**config.mk**
```make
export PLATFORM = sky130hd
export DESIGN_NAME = hicore_icb_arb2_flat
export DESIGN_NICKNAME = d
export VERILOG_FILES = /design/src/rtl/hicore_icb_arb2_if.sv /design/src/rtl/hicore_icb_arb2.sv /design/src/flat_wrapper.sv
export SDC_FILE = /design/constraint.sdc
export NUM_CORES = 1
export LEC_CHECK = 0
export ABC_AREA = 0
export CAP_MARGIN = 20
export CORE_AREA = 4 4 121 123
export CTS_CLUSTER_DIAMETER = 40
export CTS_CLUSTER_SIZE = 14
export DETAILED_ROUTE_END_ITERATION = 8
export DIE_AREA = 0 0 125 127
export GPL_TIMING_DRIVEN = 0
export HOLD_SLACK_MARGIN = 0.15
export PLACE_DENSITY = 0.62
export SLEW_MARGIN = 40
export SYNTH_ARGS = -nofsm -noshare
export SYNTH_HDL_FRONTEND = slang
export SYNTH_SLANG_ARGS = --single-unit
```
**constraint.sdc**
```tcl
create_clock -name clk -period 3.99 [get_ports clk]
set_clock_uncertainty 0.15 [all_clocks]
set_input_delay 0.798 -clock clk [delete_from_list [all_inputs] [get_ports clk]]
set_output_delay 0.798 -clock clk [all_outputs]
set_load 0.03 [all_outputs]
```
**src/rtl/hicore_icb_arb2_if.sv**
```systemverilog
// ICB link bundle: one command channel and one response channel.
// The master modport drives commands; the slave modport drives responses.
interface hicore_icb_arb2_if #(
  parameter int unsigned AW = 32,
  parameter int unsigned DW = 32
);
  logic            cmd_valid;
  logic            cmd_ready;
  logic            cmd_read;
  logic [AW-1:0]   cmd_addr;
  logic [DW-1:0]   cmd_wdata;
  logic [DW/8-1:0] cmd_wmask;
  logic            rsp_valid;
  logic            rsp_ready;
  logic [DW-1:0]   rsp_rdata;
  logic            rsp_err;

  modport master (
    output cmd_valid, cmd_read, cmd_addr, cmd_wdata, cmd_wmask, rsp_ready,
    input  cmd_ready, rsp_valid, rsp_rdata, rsp_err
  );

  modport slave (
    input  cmd_valid, cmd_read, cmd_addr, cmd_wdata, cmd_wmask, rsp_ready,
    output cmd_ready, rsp_valid, rsp_rdata, rsp_err
  );
endinterface

```
**src/rtl/hicore_icb_arb2.sv**
```systemverilog
// Two-master to one-slave ICB arbiter: round-robin command grant, combinational forwarding,
// and an in-order owner-ID FIFO that steers each slave response back to its master.
module hicore_icb_arb2 #(
  parameter int unsigned AW         = 32,
  parameter int unsigned DW         = 32,
  parameter int unsigned OSTD_DEPTH = 2,
  parameter int unsigned OSTD_LOG2  = 1
) (
  input  logic              clk,
  input  logic              rst,
  hicore_icb_arb2_if.slave  m0,
  hicore_icb_arb2_if.slave  m1,
  hicore_icb_arb2_if.master s
);

  localparam logic [OSTD_LOG2-1:0] PtrOne  = OSTD_LOG2'(1);
  localparam logic [OSTD_LOG2:0]   CntOne  = (OSTD_LOG2 + 1)'(1);
  localparam logic [OSTD_LOG2:0]   CntFull = (OSTD_LOG2 + 1)'(OSTD_DEPTH);

  logic                 prio_q, prio_d;
  logic                 fifo_q [OSTD_DEPTH];
  logic                 fifo_d [OSTD_DEPTH];
  logic [OSTD_LOG2-1:0] wr_ptr_q, wr_ptr_d;
  logic [OSTD_LOG2-1:0] rd_ptr_q, rd_ptr_d;
  logic [OSTD_LOG2:0]   cnt_q, cnt_d;

  logic gnt0, gnt1, gnt_any;
  logic full, empty;
  logic cmd_hsk, rsp_hsk;
  logic head;

  // A lone requester always wins; prio only breaks ties.
  assign gnt0    = m0.cmd_valid & (~m1.cmd_valid | ~prio_q);
  assign gnt1    = m1.cmd_valid & (~m0.cmd_valid |  prio_q);
  assign gnt_any = gnt0 | gnt1;

  assign full  = (cnt_q == CntFull);
  assign empty = (cnt_q == '0);

  assign s.cmd_valid = gnt_any & ~full;
  assign s.cmd_read  = gnt1 ? m1.cmd_read  : m0.cmd_read;
  assign s.cmd_addr  = gnt1 ? m1.cmd_addr  : m0.cmd_addr;
  assign s.cmd_wdata = gnt1 ? m1.cmd_wdata : m0.cmd_wdata;
  assign s.cmd_wmask = gnt1 ? m1.cmd_wmask : m0.cmd_wmask;

  // Full blocks commands even when a pop happens this cycle, keeping rsp->cmd paths apart.
  assign m0.cmd_ready = gnt0 & ~full & s.cmd_ready;
  assign m1.cmd_ready = gnt1 & ~full & s.cmd_ready;

  assign cmd_hsk = s.cmd_valid & s.cmd_ready;

  assign head = fifo_q[rd_ptr_q];

  assign m0.rsp_rdata = s.rsp_rdata;
  assign m1.rsp_rdata = s.rsp_rdata;
  assign m0.rsp_err   = s.rsp_err;
  assign m1.rsp_err   = s.rsp_err;

  always_comb begin
    m0.rsp_valid = 1'b0;
    m1.rsp_valid = 1'b0;
    s.rsp_ready  = 1'b1;
    if (!empty) begin
      m0.rsp_valid = s.rsp_valid & ~head;
      m1.rsp_valid = s.rsp_valid &  head;
      s.rsp_ready  = head ? m1.rsp_ready : m0.rsp_ready;
    end
  end

  // Responses with nothing outstanding are accepted and dropped.
  assign rsp_hsk = s.rsp_valid & s.rsp_ready & ~empty;

  always_comb begin
    prio_d   = prio_q;
    fifo_d   = fifo_q;
    wr_ptr_d = wr_ptr_q;
    rd_ptr_d = rd_ptr_q;
    cnt_d    = cnt_q;
    if (cmd_hsk) begin
      fifo_d[wr_ptr_q] = gnt1;
      wr_ptr_d         = wr_ptr_q + PtrOne;
      prio_d           = ~gnt1;
    end
    if (rsp_hsk) begin
      rd_ptr_d = rd_ptr_q + PtrOne;
    end
    unique case ({cmd_hsk, rsp_hsk})
      2'b10:   cnt_d = cnt_q + CntOne;
      2'b01:   cnt_d = cnt_q - CntOne;
      default: cnt_d = cnt_q;
    endcase
  end

  always_ff @(posedge clk) begin
    if (rst) begin
      prio_q   <= 1'b0;
      fifo_q   <= '{default: 1'b0};
      wr_ptr_q <= '0;
      rd_ptr_q <= '0;
      cnt_q    <= '0;
    end else begin
      prio_q   <= prio_d;
      fifo_q   <= fifo_d;
      wr_ptr_q <= wr_ptr_d;
      rd_ptr_q <= rd_ptr_d;
      cnt_q    <= cnt_d;
    end
  end

  cnt_bound_a: assert property (@(posedge clk) disable iff (rst) cnt_q <= CntFull);
  one_ready_a: assert property (@(posedge clk) disable iff (rst)
                                !(m0.cmd_ready && m1.cmd_ready));

endmodule
```
**src/flat_wrapper.sv**
```systemverilog
// flat-port wrapper written by rule: the top's interface ports become plain ports
module hicore_icb_arb2_flat 
#(
  parameter int unsigned AW         = 32,
  parameter int unsigned DW         = 32,
  parameter int unsigned OSTD_DEPTH = 2,
  parameter int unsigned OSTD_LOG2  = 1
)
  (clk, rst, m0_cmd_valid, m0_cmd_read, m0_cmd_addr, m0_cmd_wdata, m0_cmd_wmask, m0_rsp_ready, m0_cmd_ready, m0_rsp_valid, m0_rsp_rdata, m0_rsp_err, m1_cmd_valid, m1_cmd_read, m1_cmd_addr, m1_cmd_wdata, m1_cmd_wmask, m1_rsp_ready, m1_cmd_ready, m1_rsp_valid, m1_rsp_rdata, m1_rsp_err, s_cmd_valid, s_cmd_read, s_cmd_addr, s_cmd_wdata, s_cmd_wmask, s_rsp_ready, s_cmd_ready, s_rsp_valid, s_rsp_rdata, s_rsp_err);
  hicore_icb_arb2_if #(.AW(AW), .DW(DW)) m0_i ();
  hicore_icb_arb2_if #(.AW(AW), .DW(DW)) m1_i ();
  hicore_icb_arb2_if #(.AW(AW), .DW(DW)) s_i ();
  input  logic clk;
  input  logic rst;
  input wire logic [$bits(m0_i.cmd_valid)-1:0] m0_cmd_valid;
  input wire logic [$bits(m0_i.cmd_read)-1:0] m0_cmd_read;
  input wire logic [$bits(m0_i.cmd_addr)-1:0] m0_cmd_addr;
  input wire logic [$bits(m0_i.cmd_wdata)-1:0] m0_cmd_wdata;
  input wire logic [$bits(m0_i.cmd_wmask)-1:0] m0_cmd_wmask;
  input wire logic [$bits(m0_i.rsp_ready)-1:0] m0_rsp_ready;
  output wire logic [$bits(m0_i.cmd_ready)-1:0] m0_cmd_ready;
  output wire logic [$bits(m0_i.rsp_valid)-1:0] m0_rsp_valid;
  output wire logic [$bits(m0_i.rsp_rdata)-1:0] m0_rsp_rdata;
  output wire logic [$bits(m0_i.rsp_err)-1:0] m0_rsp_err;
  input wire logic [$bits(m1_i.cmd_valid)-1:0] m1_cmd_valid;
  input wire logic [$bits(m1_i.cmd_read)-1:0] m1_cmd_read;
  input wire logic [$bits(m1_i.cmd_addr)-1:0] m1_cmd_addr;
  input wire logic [$bits(m1_i.cmd_wdata)-1:0] m1_cmd_wdata;
  input wire logic [$bits(m1_i.cmd_wmask)-1:0] m1_cmd_wmask;
  input wire logic [$bits(m1_i.rsp_ready)-1:0] m1_rsp_ready;
  output wire logic [$bits(m1_i.cmd_ready)-1:0] m1_cmd_ready;
  output wire logic [$bits(m1_i.rsp_valid)-1:0] m1_rsp_valid;
  output wire logic [$bits(m1_i.rsp_rdata)-1:0] m1_rsp_rdata;
  output wire logic [$bits(m1_i.rsp_err)-1:0] m1_rsp_err;
  output wire logic [$bits(s_i.cmd_valid)-1:0] s_cmd_valid;
  output wire logic [$bits(s_i.cmd_read)-1:0] s_cmd_read;
  output wire logic [$bits(s_i.cmd_addr)-1:0] s_cmd_addr;
  output wire logic [$bits(s_i.cmd_wdata)-1:0] s_cmd_wdata;
  output wire logic [$bits(s_i.cmd_wmask)-1:0] s_cmd_wmask;
  output wire logic [$bits(s_i.rsp_ready)-1:0] s_rsp_ready;
  input wire logic [$bits(s_i.cmd_ready)-1:0] s_cmd_ready;
  input wire logic [$bits(s_i.rsp_valid)-1:0] s_rsp_valid;
  input wire logic [$bits(s_i.rsp_rdata)-1:0] s_rsp_rdata;
  input wire logic [$bits(s_i.rsp_err)-1:0] s_rsp_err;
  assign m0_i.cmd_valid = m0_cmd_valid;
  assign m0_i.cmd_read = m0_cmd_read;
  assign m0_i.cmd_addr = m0_cmd_addr;
  assign m0_i.cmd_wdata = m0_cmd_wdata;
  assign m0_i.cmd_wmask = m0_cmd_wmask;
  assign m0_i.rsp_ready = m0_rsp_ready;
  assign m0_cmd_ready = m0_i.cmd_ready;
  assign m0_rsp_valid = m0_i.rsp_valid;
  assign m0_rsp_rdata = m0_i.rsp_rdata;
  assign m0_rsp_err = m0_i.rsp_err;
  assign m1_i.cmd_valid = m1_cmd_valid;
  assign m1_i.cmd_read = m1_cmd_read;
  assign m1_i.cmd_addr = m1_cmd_addr;
  assign m1_i.cmd_wdata = m1_cmd_wdata;
  assign m1_i.cmd_wmask = m1_cmd_wmask;
  assign m1_i.rsp_ready = m1_rsp_ready;
  assign m1_cmd_ready = m1_i.cmd_ready;
  assign m1_rsp_valid = m1_i.rsp_valid;
  assign m1_rsp_rdata = m1_i.rsp_rdata;
  assign m1_rsp_err = m1_i.rsp_err;
  assign s_cmd_valid = s_i.cmd_valid;
  assign s_cmd_read = s_i.cmd_read;
  assign s_cmd_addr = s_i.cmd_addr;
  assign s_cmd_wdata = s_i.cmd_wdata;
  assign s_cmd_wmask = s_i.cmd_wmask;
  assign s_rsp_ready = s_i.rsp_ready;
  assign s_i.cmd_ready = s_cmd_ready;
  assign s_i.rsp_valid = s_rsp_valid;
  assign s_i.rsp_rdata = s_rsp_rdata;
  assign s_i.rsp_err = s_rsp_err;
  hicore_icb_arb2 #(.AW(AW), .DW(DW), .OSTD_DEPTH(OSTD_DEPTH), .OSTD_LOG2(OSTD_LOG2)) u_core (.clk(clk), .rst(rst), .m0(m0_i), .m1(m1_i), .s(s_i));
endmodule
```
==> results of run 1 <==
area by class of cell:
| class | count | share of cell area |
|---|---|---|
| buffer | 74 | 0.115 |
| multi-input combinational | 108 | 0.215 |
| timing repair buffer | 287 | 0.579 |
| tap | 180 | 0.0452 |
| inverter | 3 | 0.00226 |
| sequential | 7 | 0.0281 |
| clock buffer | 4 | 0.0158 |
path summary, 6_finish.rpt:
check	start	endpoint	slack, ns	depth (start not counted)
worst max-delay path	m0_cmd_valid	s_cmd_addr[26]	0.06	7
worst max register to register	u_core.rd_ptr_q	u_core.cnt_q[1]	1.94	5
worst min register to register	u_core.fifo_q[0]	u_core.fifo_q[0]	0.33	2
worst min-delay path	u_core.fifo_q[0]	u_core.fifo_q[0]	0.33	2
registers in the layout, summed over array words and instances, names as in the netlist:
register,count
u_core.fifo_q,2
u_core.wr_ptr_q,1
u_core.rd_ptr_q,1
u_core.prio_q,1
u_core.cnt_q,2
cells in the mapped netlist (all sizes together):
cell type and count:
buf 74, mux2 70, ha 1, mux2i 5
o211ai 3, or4 1, dfxtp 7, nor2b 3
xor2 1, nor3 1, nor2 6, a31oi 1
nand4b 1, nand2 2, a311oi 1, a2111oi 1
or3 1, o21ai 5, xnor2 1, o31ai 1
inv 3, a21oi 2, or2b 1
timing repair:
item                                   CTS  global route
endpoints found under the hold margin    0             0
setup buffers                            1             0
setup endpoints to repair               44             0
report_power, final:
part           switching, mW  internal (mW)
Clock                 0.0360          0.133
Combinational          0.363          0.430
Sequential           0.00837         0.0798
Total                  0.407          0.642
cell families (layout without fill, tap and decap cells):
kind of cell,count (synthesis),in the layout
AOI/OAI and AO/OA,14,14
DFF,7,7
and+or+nand+nor,16,16
buffers and inverters,77,368
adders and majority gates,1,1
muxes,75,75
xor gates and xnor gates,2,2
worst reg2reg max path: cells and delay by family, from the launching register on:
family	cells	cell delay, ns
flops	1	0.36
simple gates	1	0.37
fa+ha+maj	1	0.30
mux	2	0.67
compound gates	1	0.14
routing by layer:
layer / share of wire / global-route usage
met5: 0 / 0
met4: 0.0047 / 0.0153
met3: 0.091 / 0.0293
met2: 0.51 / 0.199
met1: 0.40 / 0.135
==> impl_metrics.json, run 1 <==
{
  "vias": 2421,
  "synth_mux_area_frac": 0.469,
  "overflow": 0,
  "nFillCells": 1381,
  "grt_max_degree": 11,
  "outcome": "complete, no violations",
  "synthAdderAreaFrac": 0.00697,
  "core_sq_um": 13700,
  "p_leak_nw": 1.98,
  "yosys.area_share.simple": 0.0544,
  "synth_compound_area_frac": 0.0557,
  "worstMarginPinSlew_ns": 0.403,
  "cts.sinks": 7,
  "path_cells": "clkdlybuf4s50_1 -> inv_1 -> o21ai_4 -> buf_12 -> buf_4 -> mux2_2 -> clkdlybuf4s50_1",
  "drv_slew": 0,
  "grt_pass1_vias": 2614,
  "cp.buffers_inverters": 5,
  "hpwl_um": 9040,
  "start_util": 0.131,
  "syn_to_final_growth_pct": 177,
  "ioPinCount": 320,
  "rows": 43,
  "antenna_left": 0,
  "irDropWorstVdd_mv": 0.134,
  "power_mw": 1.05,
  "pre_cts_ws_ns": -0.100,
  "worstSetupPathType": "input pin to output pin",
  "drv_cap": 0,
  "crit_path_end_kind": "output pin",
  "syn-num-nets": 372,
  "die-area_sq_um": 15900,
  "crit_required_ns": 3.04,
  "syn_inst": 192,
  "critPathMostFrequentCell": "clkdlybuf4s50_1",
  "numCtsBuffers": 3,
  "relSlewSlack": 0.730,
  "post-route-util": 0.365,
  "yosysUniqueCellTypes": 29,
  "antenna_found_initial": 0,
  "synth_top_family_by_area": "multiplexers",
  "fin_tns_setup_ns": 0,
  "yosysWarnings": 0,
  "multi_input_area_sq_um": 1070,
  "dr.first_iter.drc_count": 46,
  "cp_top_family": "buffers and inverters",
  "grt_setup_unrepaired": "no",
  "ys_seq_area_frac": 0.0780,
  "arrival_ns": 2.98,
  "final_common_cell": "clkdlybuf4s50_1",
  "wirelength_um": 10100,
  "io_buffers": 286,
  "holdBufCountCts": 0,
  "finalSetupViolCount": 0,
  "critPathLaunchType": "input pin",
  "worst_slack_ns": 0.0630,
  "synth.avg_cell_area_sq_um": 9.35,
  "cts_resized": 0,
  "track_usage": 0.110,
  "routed_via_density": 3.65,
  "drive_above_1_share": 0.304,
  "netlist.area_leader.share": 0.401,
  "final_cells": 663,
  "yosys.area.top_type": "mux2_2",
  "crit_path_max_fanout": 10,
  "h-tree-depth": 1,
  "fin_crit_sh": 0.984,
  "powerDensity_nw_per_um2": 211,
  "syn_area_sq_um": 1800,
  "regArea_sq_um": 140,
  "grt_pass1_wl_um": 14300,
  "cpPeakStageDelay_ns": 0.62,
  "cts_root_buffer": "clkbuf_16",
  "holdWs_ns": 0.331,
  "wl_per_cell_um": 15.2,
  "period_needed_ns": 3.93,
  "postLayoutCellArea_sq_um": 4980,
  "cpMaxStageDelayCell": "clkdlybuf4s50_1",
  "cts_buffer_depth": 2,
  "drc_errors": 0,
  "path_clk_slew_ns": 0.04,
  "diodes": 0,
  "synth-seq-cells": 7,
  "dr.pass1.iters": 3,
  "synth_xor_area_frac": 0.00976,
  "place_area_sq_um": 4880,
  "synth_area_leaders": "mux2_2 40%, buf_4 29%, dfxtp_1 7.8%",
  "hp-class": "flip-flop to flip-flop",
  "gp_congestion": 0.836,
  "final_nets": 664,
  "fmax_ghz": 0.255,
  "place_inst": 658,
  "worstSkewPairLatency_ns": 0.23,
  "die-width_um": 125,
  "hold_violations": 0,
  "die_y_um": 127,
  "final_cell_mix": "286 x clkdlybuf4s50_1, 69 x buf_4, 64 x mux2_2",
  "cts_tree": "done"
}
(Power assumes the default switching activity.)
==> run 2: changes to the inputs <==
--- a/config.mk
+++ b/config.mk
@@ -9,13 +9,13 @@
 export CAP_MARGIN = 20
 export CORE_AREA = 4 4 121 123
 export CTS_CLUSTER_DIAMETER = 40
-export CTS_CLUSTER_SIZE = 14
+export CTS_CLUSTER_SIZE = 12
 export DETAILED_ROUTE_END_ITERATION = 8
 export DIE_AREA = 0 0 125 127
 export GPL_TIMING_DRIVEN = 0
 export HOLD_SLACK_MARGIN = 0.15
 export PLACE_DENSITY = 0.62
-export SLEW_MARGIN = 40
+export SLEW_MARGIN = 20
 export SYNTH_ARGS = -nofsm -noshare
 export SYNTH_HDL_FRONTEND = slang
 export SYNTH_SLANG_ARGS = --single-unit
==> results of run 2 <==
No change in the layout: final DEF, timing and power equal those of run 1.
==> edit: new RTL, config.mk and constraints of run 2 <==
`OSTD_DEPTH` is set to 2 in 2 places; all go to 1.
--- a/src/rtl/hicore_icb_arb2.sv
+++ b/src/rtl/hicore_icb_arb2.sv
@@ -3,7 +3,7 @@
 module hicore_icb_arb2 #(
   parameter int unsigned AW         = 32,
   parameter int unsigned DW         = 32,
-  parameter int unsigned OSTD_DEPTH = 2,
+  parameter int unsigned OSTD_DEPTH = 1,
   parameter int unsigned OSTD_LOG2  = 1
 ) (
   input  logic              clk,
--- a/src/flat_wrapper.sv
+++ b/src/flat_wrapper.sv
@@ -3,7 +3,7 @@
 #(
   parameter int unsigned AW         = 32,
   parameter int unsigned DW         = 32,
-  parameter int unsigned OSTD_DEPTH = 2,
+  parameter int unsigned OSTD_DEPTH = 1,
   parameter int unsigned OSTD_LOG2  = 1
 )
   (clk, rst, m0_cmd_valid, m0_cmd_read, m0_cmd_addr, m0_cmd_wdata, m0_cmd_wmask, m0_rsp_ready, m0_cmd_ready, m0_rsp_valid, m0_rsp_rdata, m0_rsp_err, m1_cmd_valid, m1_cmd_read, m1_cmd_addr, m1_cmd_wdata, m1_cmd_wmask, m1_rsp_ready, m1_cmd_ready, m1_rsp_valid, m1_rsp_rdata, m1_rsp_err, s_cmd_valid, s_cmd_read, s_cmd_addr, s_cmd_wdata, s_cmd_wmask, s_rsp_ready, s_cmd_ready, s_rsp_valid, s_rsp_rdata, s_rsp_err);
Behaviour: not the same (a bounded check fails within 4 cycles, from zero or initial values and one cycle with rst high).
==> edit against run 2 <==
Sequential share of layout area shrank 0.75 points; sequential cell count shrank 2; synthesized area decreased by 7.0%; cell count shrank 1.5%; total power up 6.3%; count of clock-buffer cells in the layout unchanged; fmax is 1.2% higher; sequential power fell by 18%; synthesized cell count shrank 5.7%; wire length is 2.4% lower; setup slack improved by 47 ps; global-route usage about the same; final area shrank 2.4%.
==> edit: results (changes against run 2) <==
- Worst-Margin Slew: 416 ps (+12.5 ps)
- Finished Layout Cells: 653 (-1.5%)
- Synth unique cells: 23 (-21%)
- Worst reg2reg path startpoint: u_core.cnt_q[0]
- GP Congestion: 0.914 (+9.3%)
- Final HPWL DP: 8.93 mm (-1.2%)
- Cts bufs inserted: 3 (unchanged)
- Hold_sp: u_core.wr_ptr_q
- Status: complete, no violations
- Port Buf Inserts: 286 (unchanged)
- Ant. Diodes: 0 (unchanged)
- DR vias: 2,354 (-2.8%)
- Root buffer cell: clkbuf_16
- Max FO, Critical Path: 10 (unchanged)
- Most frequent cells after synthesis: buf_4 (68), mux2_2 (63), mux2_1 (6)
- Seq/Total Area, Yosys: 6.00% (-1.8 points)
- Hold Path Class: reg2reg
- Layout cells sized above 1: 30.0% (-0.41 points)
- Max reg flops: 2
- Primary FF master, synth: dfxtp_1
- Most flops, register: u_core.cnt_q
- Sw power: 0.452 mW (+11%)
- First-pass GRT wire length: 14.2 mm (-1.3%)
- Clock slew at reported path FFs: 30 ps
- Crit. Startpoint: m0_cmd_valid
- Total routed wirelength: 9.81 mm (-2.4%)
- Place WS: -72.7 ps (+27.6 ps)
- Drt pass-1 iters: 4 (+1)
- Total track usage: 11.0% (+0.023 points)
- Nets: 656 (-1.2%)
- Leak Pwr: 1.96 nW (-1.3%)
- Max-cap violations: 0 (unchanged)
- Register area: 100 sq um (-29%)
- Layout fillers: 1,361 (-1.4%)
- Clk Latency, worst-skew pair: 230 ps (about the same)
- Cell Area, Placed: 4760 sq um (-2.6%)
- Initial antenna violation count: 0 (unchanged)
- Vias in the first global route: 2,580 (-1.3%)
- CP Data Arrival Time: 2930 ps (-50 ps)
- Cts repair resizes: 0 (unchanged)
- Max IR drop VDD: 131 uV (-1.8%)
- Largest net degree at the start of global routing: 11 (unchanged)
- Avg Cell Area, Syn: 9.22 sq um (-1.4%)
- Syn nets: 363 (-2.4%)
- Synth async-reset ratio: 0% (unchanged)
- Synth area leaders: mux2_2 (43%), buf_4 (31%), dfxtp_1 (6.0%)
- Initial DRC count: 30 (-35%)
- Dpl cells: 647 (-1.7%)
==> edit: cell types whose count changed after synthesis, moves of 2 or more <==
cell	run 2	this run
and3b_1	0	2
inv_1	3	5
mux2i_1	4	0
dfxtp_1	7	5
ha_1	1	3
o211ai_1	3	0
==> edit: final cells by class <==
type,count,area share [%]
repair buffers,288,59.4
flip-flops and latches,5,2.06
well taps,180,4.63
plain buffers,73,11.7
inverters,5,0.386
clock buffers,4,1.62
multi-input cells,98,20.2
==> edit: per-layer routing <==
layer | vias up | routed length, um | GRT usage, %
li1 | 1144 | - | -
met1 | 1059 | 3370 | 11.1
met2 | 149 | 5510 | 22.7
met3 | 2 | 904 | 3.97
met4 | 0 | 23 | 0.383
met5 | - | 0 | 0
==> edit: critical path: stages <==
cell             delay [ps]
clkdlybuf4s50_1         530
inv_1                    90
o21ai_4                 180
buf_12                  140
buf_4                   180
mux2_2                  350
clkdlybuf4s50_1         650
==> edit: per-stage QoR <==
step,hold WS (ps),TNS (ps)
floorplan,303,0
global placement,320,-499
detailed placement,333,-515
CTS,337,0
global route,380,0
finish,346,0
==> edit: power groups by stage <==
stage | clock (mW) | sequential, mW | combinational (mW)
floorplan | 0 | 0.0708 | 0.479
global route | 0.171 | 0.0740 | 0.927
CTS | 0.167 | 0.0722 | 0.893
detailed placement | 0 | 0.0730 | 0.882
finish | 0.164 | 0.0723 | 0.879
global placement | 0 | 0.0719 | 0.875
==> edit: logic make-up (layout without fill, tap and decap cells) <==
family	after synthesis	after routing	synth area share, %
buf+inv	78	370	35.1
mux	69	69	46.6
simple gates	14	14	4.65
compound gates	10	10	4.42
flops	5	5	6.00
fa+ha+maj	3	3	2.25
xor+xnor	2	2	1.05
==> edit: worst paths after layout <==
kind / endpoint / slack [ps] / depth (start not counted)
max reg2reg: u_core.cnt_q[0] / 2080 / 7
min: u_core.wr_ptr_q / 350 / 2
max: s_cmd_wmask[0] / 110 / 7
min reg2reg: u_core.wr_ptr_q / 350 / 2
==> edit: timing repair <==
| item | 4_1_cts | 5_1_grt |
|---|---|---|
| buffers inserted | 2 | 0 |
| endpoints found under the hold margin | 0 | 0 |
| setup endpoints to repair | 20 | 0 |
